===== src/rtl/mxu_sequencer.sv =====
// Job sequencer for an NxN systolic array: loads N weight rows, streams R input rows,
// drains the skew pipeline, then pulses done. Define MXU_SEQ_PERF_CNT_EN to add perf_cycles.
module mxu_sequencer #(
  parameter int N  = 32,
  parameter int RW = 8
) (
  input  logic                 clk,
  input  logic                 rst_n,
  input  logic                 start,
  input  logic [RW-1:0]        num_rows,
  input  logic                 abort,
  output logic                 busy,
  output logic                 done,
  output logic                 w_load,
  output logic [$clog2(N)-1:0] w_addr,
  output logic                 feed_en,
  output logic [RW-1:0]        feed_row,
  output logic                 acc_clear,
  output logic                 out_valid,
  output logic [RW-1:0]        out_row
`ifdef MXU_SEQ_PERF_CNT_EN
  ,
  output logic [31:0]          perf_cycles
`endif
);

  localparam int AW = $clog2(N);
  // Wide enough for t = R + 2N - 2 with R = 2^RW - 1, and never narrower than RW+1.
  localparam int TW = ((RW > AW + 1) ? RW : AW + 1) + 1;
  localparam logic [TW-1:0] LOAD_LAST = TW'(N - 1);
  localparam logic [TW-1:0] OUT_FIRST = TW'(2 * N - 1);

  typedef enum logic [2:0] {
    IDLE,
    LOAD_W,
    STREAM,
    DRAIN,
    DONE
  } state_t;

  state_t          state_q, state_d;
  logic [TW-1:0]   cnt_q, cnt_d;
  logic [RW-1:0]   r_q, r_d;

  logic            busy_q, busy_d;
  logic            done_q, done_d;
  logic            w_load_q, w_load_d;
  logic [AW-1:0]   w_addr_q, w_addr_d;
  logic            feed_en_q, feed_en_d;
  logic [RW-1:0]   feed_row_q, feed_row_d;
  logic            acc_clear_q, acc_clear_d;
  logic            out_valid_q, out_valid_d;
  logic [RW-1:0]   out_row_q, out_row_d;

  logic [TW-1:0]   r_last;
  logic [TW-1:0]   drain_last;

  assign r_last     = TW'(r_q) - TW'(1);
  assign drain_last = TW'(r_q) + TW'(2 * N - 2);

  // In LOAD_W cnt is the weight row; from the first STREAM cycle on it is t.
  always_comb begin
    state_d = state_q;
    cnt_d   = cnt_q;
    r_d     = r_q;
    case (state_q)
      IDLE: begin
        if (start && !abort) begin
          if (num_rows == '0) begin
            state_d = DONE;
          end else begin
            r_d     = num_rows;
            cnt_d   = '0;
            state_d = LOAD_W;
          end
        end
      end
      LOAD_W: begin
        if (abort) begin
          state_d = IDLE;
        end else if (cnt_q == LOAD_LAST) begin
          cnt_d   = '0;
          state_d = STREAM;
        end else begin
          cnt_d = cnt_q + TW'(1);
        end
      end
      STREAM: begin
        if (abort) begin
          state_d = IDLE;
        end else begin
          cnt_d = cnt_q + TW'(1);
          if (cnt_q == r_last) state_d = DRAIN;
        end
      end
      DRAIN: begin
        if (abort) begin
          state_d = IDLE;
        end else if (cnt_q == drain_last) begin
          state_d = DONE;
        end else begin
          cnt_d = cnt_q + TW'(1);
        end
      end
      DONE: state_d = IDLE;
      default: state_d = IDLE;
    endcase
  end

  // Outputs are decoded from the next state so each register matches state_q after the edge.
  always_comb begin
    busy_d      = 1'b0;
    done_d      = 1'b0;
    w_load_d    = 1'b0;
    acc_clear_d = 1'b0;
    feed_en_d   = 1'b0;
    out_valid_d = 1'b0;
    out_row_d   = '0;
    w_addr_d    = w_addr_q;
    feed_row_d  = feed_row_q;
    case (state_d)
      LOAD_W: begin
        busy_d      = 1'b1;
        w_load_d    = 1'b1;
        w_addr_d    = cnt_d[AW-1:0];
        acc_clear_d = (cnt_d == '0);
      end
      STREAM, DRAIN: begin
        busy_d      = 1'b1;
        feed_en_d   = 1'b1;
        feed_row_d  = (state_d == STREAM) ? cnt_d[RW-1:0] : (r_q - RW'(1));
        out_valid_d = (cnt_d >= OUT_FIRST);
        if (cnt_d >= OUT_FIRST) out_row_d = RW'(cnt_d - OUT_FIRST);
      end
      DONE: done_d = 1'b1;
      default: ;
    endcase
  end

  always_ff @(posedge clk or negedge rst_n) begin
    if (!rst_n) begin
      state_q     <= IDLE;
      cnt_q       <= '0;
      r_q         <= '0;
      busy_q      <= 1'b0;
      done_q      <= 1'b0;
      w_load_q    <= 1'b0;
      w_addr_q    <= '0;
      feed_en_q   <= 1'b0;
      feed_row_q  <= '0;
      acc_clear_q <= 1'b0;
      out_valid_q <= 1'b0;
      out_row_q   <= '0;
    end else begin
      state_q     <= state_d;
      cnt_q       <= cnt_d;
      r_q         <= r_d;
      busy_q      <= busy_d;
      done_q      <= done_d;
      w_load_q    <= w_load_d;
      w_addr_q    <= w_addr_d;
      feed_en_q   <= feed_en_d;
      feed_row_q  <= feed_row_d;
      acc_clear_q <= acc_clear_d;
      out_valid_q <= out_valid_d;
      out_row_q   <= out_row_d;
    end
  end

  assign busy      = busy_q;
  assign done      = done_q;
  assign w_load    = w_load_q;
  assign w_addr    = w_addr_q;
  assign feed_en   = feed_en_q;
  assign feed_row  = feed_row_q;
  assign acc_clear = acc_clear_q;
  assign out_valid = out_valid_q;
  assign out_row   = out_row_q;

`ifdef MXU_SEQ_PERF_CNT_EN
  logic [31:0] run_cnt_q, run_cnt_d;
  logic [31:0] perf_q, perf_d;

  // run_cnt holds the busy cycles seen so far; it is captured only on a real entry to DONE.
  always_comb begin
    run_cnt_d = busy_d ? (run_cnt_q + 32'd1) : 32'd0;
    perf_d    = perf_q;
    if (state_d == DONE && state_q != DONE) perf_d = run_cnt_q;
  end

  always_ff @(posedge clk or negedge rst_n) begin
    if (!rst_n) begin
      run_cnt_q <= '0;
      perf_q    <= '0;
    end else begin
      run_cnt_q <= run_cnt_d;
      perf_q    <= perf_d;
    end
  end

  assign perf_cycles = perf_q;
`endif

endmodule


===== config.mk =====
export PLATFORM = sky130hd
export DESIGN_NAME = mxu_sequencer
export DESIGN_NICKNAME = d
export VERILOG_FILES = /design/src/rtl/mxu_sequencer.sv
export SDC_FILE = /design/constraint.sdc
export NUM_CORES = 1
export LEC_CHECK = 0
export CAP_MARGIN = 20
export CORE_ASPECT_RATIO = 0.5
export CORE_UTILIZATION = 55
export CTS_CLUSTER_DIAMETER = 60
export DETAILED_ROUTE_END_ITERATION = 8
export HOLD_SLACK_MARGIN = 0.1
export MAX_ROUTING_LAYER = met4
export PLACE_DENSITY = 0.8
export SLEW_MARGIN = 20
export SYNTH_ARGS = -nofsm -noshare
export SYNTH_HDL_FRONTEND = slang
export SYNTH_SLANG_ARGS = --single-unit

===== constraint.sdc =====
create_clock -name clk -period 4.05 [get_ports clk]
set_input_delay 1.215 -clock clk [delete_from_list [all_inputs] [get_ports clk]]
set_output_delay 1.215 -clock clk [all_outputs]
set_load 0.005 [all_outputs]

==> impl_metrics.py <==
metrics = {
    "status": {
        "status": "complete, no violations",
    },
    "synthesis": {
        "post_synth_num_cell_types": 58,
        "asyncSetResetFlopFracSynth": 1.00,
        "top_cells_by_instance_count_after_synthesis": "47 x dfrtp_1, 33 x nand2_1, 32 x nor2_1",
        "seq_area_frac_synth": 0.409,
        "yosys.area.top_type_share": 0.409,
        "synth-warning-count": 0,
        "postSynthAreaPerCell_um2": 9.10,
        "synth_compound_area_frac": 0.196,
        "synth-xor-area-share": 0.0853,
        "synth.most_common_cell": "dfrtp_1",
        "synthesis.instances": 316,
        "postSynthNetCount": 333,
        "synth_largest_area_cell": "dfrtp_1",
        "synth_enable_flop_cells": 0,
        "synth_top_family_by_area": "simple AND/OR/NAND/NOR gates",
        "synth_simple_gate_area_frac": 0.209,
        "synth.top_cells.by_area": "dfrtp_1 41%, xnor2_1 5.5%, nand2_1 4.3%, nor2_1 4.2%, o21ai_0 3.8%",
        "yosys_register_bits": 47,
        "synth-adder-area-share": 0.0287,
        "synth.area.mux_share": 0.0196,
        "postSynth.topFlopCell": "dfrtp_1",
        "mappedNetlistArea_mm2": 0.00288,
    },
    "setup_path": {
        "end_kind": "register",
        "crit_path_max_incr_delay_ns": 0.58,
        "worst_ep_required_time_ns": 4.27,
        "crit_buf_inv": 2,
        "worstReg2RegStart": "r_q[1]$_DFFE_PN0P_",
        "worst_path_dominant_cell_family": "simple AND/OR/NAND/NOR gates",
        "timing.critical_path.arrival_ns": 4.10,
        "path_cells": "clkdlybuf4s50_1 > or4_1 > o21ai_2 > a21o_1 > nor2_1 > a21oi_2 > a211oi_2 > nor4b_4 > o21a_4 > o41ai_4 > buf_4 > nor2_1",
        "timing_worst_setup_path_type": "in -> reg",
        "crit_path_frequent_cell": "nor2_1",
        "crit_fanout": 5,
        "capturing_point_of_the_worst_reg2reg_path": "out_row[6]$_DFF_PN0_",
        "worst-r2r-cell-count": 13,
        "start_kind": "input port",
        "worst-r2r-setup-slack_ns": 0.27,
        "critical-path-slowest-cell": "or4_1",
    },
    "global_routing": {
        "grt_first_pass_wirelength_mm": 13.2,
        "grt.total_usage": 0.331,
        "grt_start_max_net_pins": 48,
        "aggregate_global_routing_overflow": 0,
        "grt_pass1_vias": 2551,
        "grt_antenna_before_repair": 0,
    },
    "clock_network": {
        "cts_tree": "done",
        "clock_latency_ns": 0.30,
        "cts_made_buffers": 5,
        "clk_transition_reported_paths_ns": 0.09,
        "number_of_buffers_on_the_longest_clock_path": 2,
        "cts-root-buf": "clkbuf_8",
        "cts_hold_buffers": 0,
        "cts.sinks": 47,
        "ctsHtreeMaxLevel": 2,
    },
    "placed_design": {
        "dp_hpwl_mm": 6.24,
        "place.gp.congestion": 0.939,
        "number_of_port_buffers": 38,
    },
    "timing": {
        "worst_slew_pin_slew_ns": 0.762,
        "skew_ns": 0.0133,
        "max_freq_mhz": 258,
        "maxSlewViolCount": 0,
        "finalCritPeriodShare": 0.958,
        "timing.slew.headroom": 0.492,
        "setup_repair_after_global_routing_missed_its_margin": "no",
        "fin_crit_ns": 3.88,
        "setup_violations": 0,
        "hold_viol": 0,
    },
    "drt": {
        "route.detailed.wl_per_inst_um": 18.0,
        "vias": 2591,
        "drt_pass1_iterations": 6,
        "post-route-drc-count": 0,
        "drt-initial-drc-count": 180,
        "viasPerCell": 5.72,
        "finalWirelength_mm": 8.17,
        "ant_nets": 0,
    },
    "die": {
        "die_area_mm2": 0.00554,
        "pin_count": 39,
        "die_x_um": 104,
        "start_util": 0.578,
        "floorplan.die.height_um": 53.1,
        "floorplan.core_area_mm2": 0.00498,
        "core.rowCount": 18,
    },
    "worst_hold_path": {
        "timing.hold.worst.start": "w_addr[3]$_DFFE_PN0P_",
        "min-delay-path-class": "reg -> reg",
        "hold_path_end": "w_addr[3]$_DFFE_PN0P_",
        "whs_path_depth": 2,
    },
    "layout": {
        "multiInputGateArea_mm2": 0.00156,
        "diodes": 0,
        "layout.filler_cells": 367,
        "post_route_cells_drive_above_1_share": 0.175,
        "syn_to_final_growth_pct": 27.0,
        "layout.area.seq_mm2": 0.00118,
        "utilization": 0.734,
        "layout.nets": 399,
    },
    "pwr": {
        "internal_dissipation_mw": 0.759,
        "max-vdd-ir-drop_uv": 231,
        "leakage_nw": 1.64,
        "pwr_density_cell_mw_per_mm2": 308,
        "pwr-share-clk": 0.255,
        "combinationalPowerShare": 0.264,
        "power_switching_share": 0.325,
        "report.power.total_mw": 1.13,
        "switchingPower_mw": 0.366,
        "share_seq_of_total_power": 0.480,
    },
    "run": {
        "timing.max_cap.violations": 0,
    },
}
==> kinds of logic (layout without fill, tap and decap cells) <==
family                     after synthesis  after routing
and+or+nand+nor                        116            116
AOI/OAI and AO/OA                       78             78
DFF                                     47             47
buffers and inverters                   35            102
xor gates and xnor gates                28             28
adders and majority gates                7              7
muxes                                    5              5
==> worst max path at each step <==
stage           startpoint              endpoint  slack (ns)  cells past startpoint
2_1_floorplan  num_rows[5]  out_row[5]$_DFF_PN0_        0.36                      9
3_3_place_gp   num_rows[2]  out_row[7]$_DFF_PN0_       -0.02                     13
3_5_place_dp   num_rows[1]  out_row[5]$_DFF_PN0_       -0.22                     11
4_1_cts        num_rows[1]  out_row[5]$_DFF_PN0_        0.08                     12
5_1_grt        num_rows[5]  out_row[6]$_DFF_PN0_        0.04                     13
6_report       num_rows[1]  out_row[6]$_DFF_PN0_        0.17                     12
==> layer usage <==
metal	vias to the layer above	wire [µm]	global-route usage	part of all wire
met5	-	0	-	0
met4	0	27	0.0405	0.0033
met3	4	435	0.0591	0.053
met2	76	3750	0.547	0.46
met1	1267	3950	0.444	0.48
li1	1244	-	-	-
==> worst register-to-register path: cells and delay by family, from the launching register on <==
kind,cells,cell delay [ns]
flip-flops,1,0.48
AND/OR/NAND/NOR,3,0.68
adder cells (fa/ha/maj),2,0.51
buffers and inverters,3,0.46
AO/OA/AOI/OAI,5,1.56
==> power by group through the flow <==
stage	clock network [mW]	registers [mW]	logic, mW
after floorplan	0	0.527	0.200
after global placement	0	0.546	0.281
after detailed placement	0	0.548	0.289
after CTS	0.294	0.539	0.292
after global routing	0.312	0.545	0.327
final	0.287	0.541	0.297
==> repair_timing <==
action	4_1_cts	5_1_grt
gates resized for setup	0	2
setup endpoints to repair	0	9
setup buffers	0	1
==> stage by stage <==
step / hold WS (ns) / cell area [µm²] / worst slack (ns) / TNS [ns] / instances
final: 0.493 / 3650 / 0.170 / 0 / 453
after global routing: 0.527 / 3650 / 0.0449 / 0 / 453
after CTS: 0.499 / 3640 / 0.0750 / 0 / 452
after detailed placement: 0.477 / 3550 / -0.215 / -1.66 / 444
after global placement: 0.463 / 3550 / -0.0238 / -0.0741 / 444
after floorplan: 0.470 / 2880 / 0.360 / 0 / 316
==> registers in the layout, summed over array words and instances, names as in the netlist, 3 cells and up <==
register and count:
state_q 3, feed_row 8, w_addr 5, r_q 8
cnt_q 9, out_row 8
==> area by class of cell <==
cell class                      count  area share
Sequential cell                    47       0.322
Timing Repair Buffer               75       0.183
Clock inverter                      2     0.00445
Clock buffer                        6      0.0199
Inverter                           19      0.0195
Multi-Input combinational cell    234       0.427
Tap cell                           70      0.0240
==> layout by cell type (no fill, tap or decap), types with 3 or more instances in the layout <==
master and instances:
a211oi_1 3, a21o_1 4, a21oi_1 18, a31oi_1 6, buf_4 37, clkbuf_8 5, clkdlybuf4s50_1 37, dfrtp_1 47
ha_1 5, inv_1 19, mux2_2 5, nand2_1 33, nand2b_1 3, nand3_1 9, nand4_1 4, nor2_1 32
nor2b_1 5, nor3_1 4, nor4_1 4, o21ai_0 21, or3_1 3, or4_1 5, xnor2_1 18, xor2_1 10
Power figures use the tool's default switching activity.
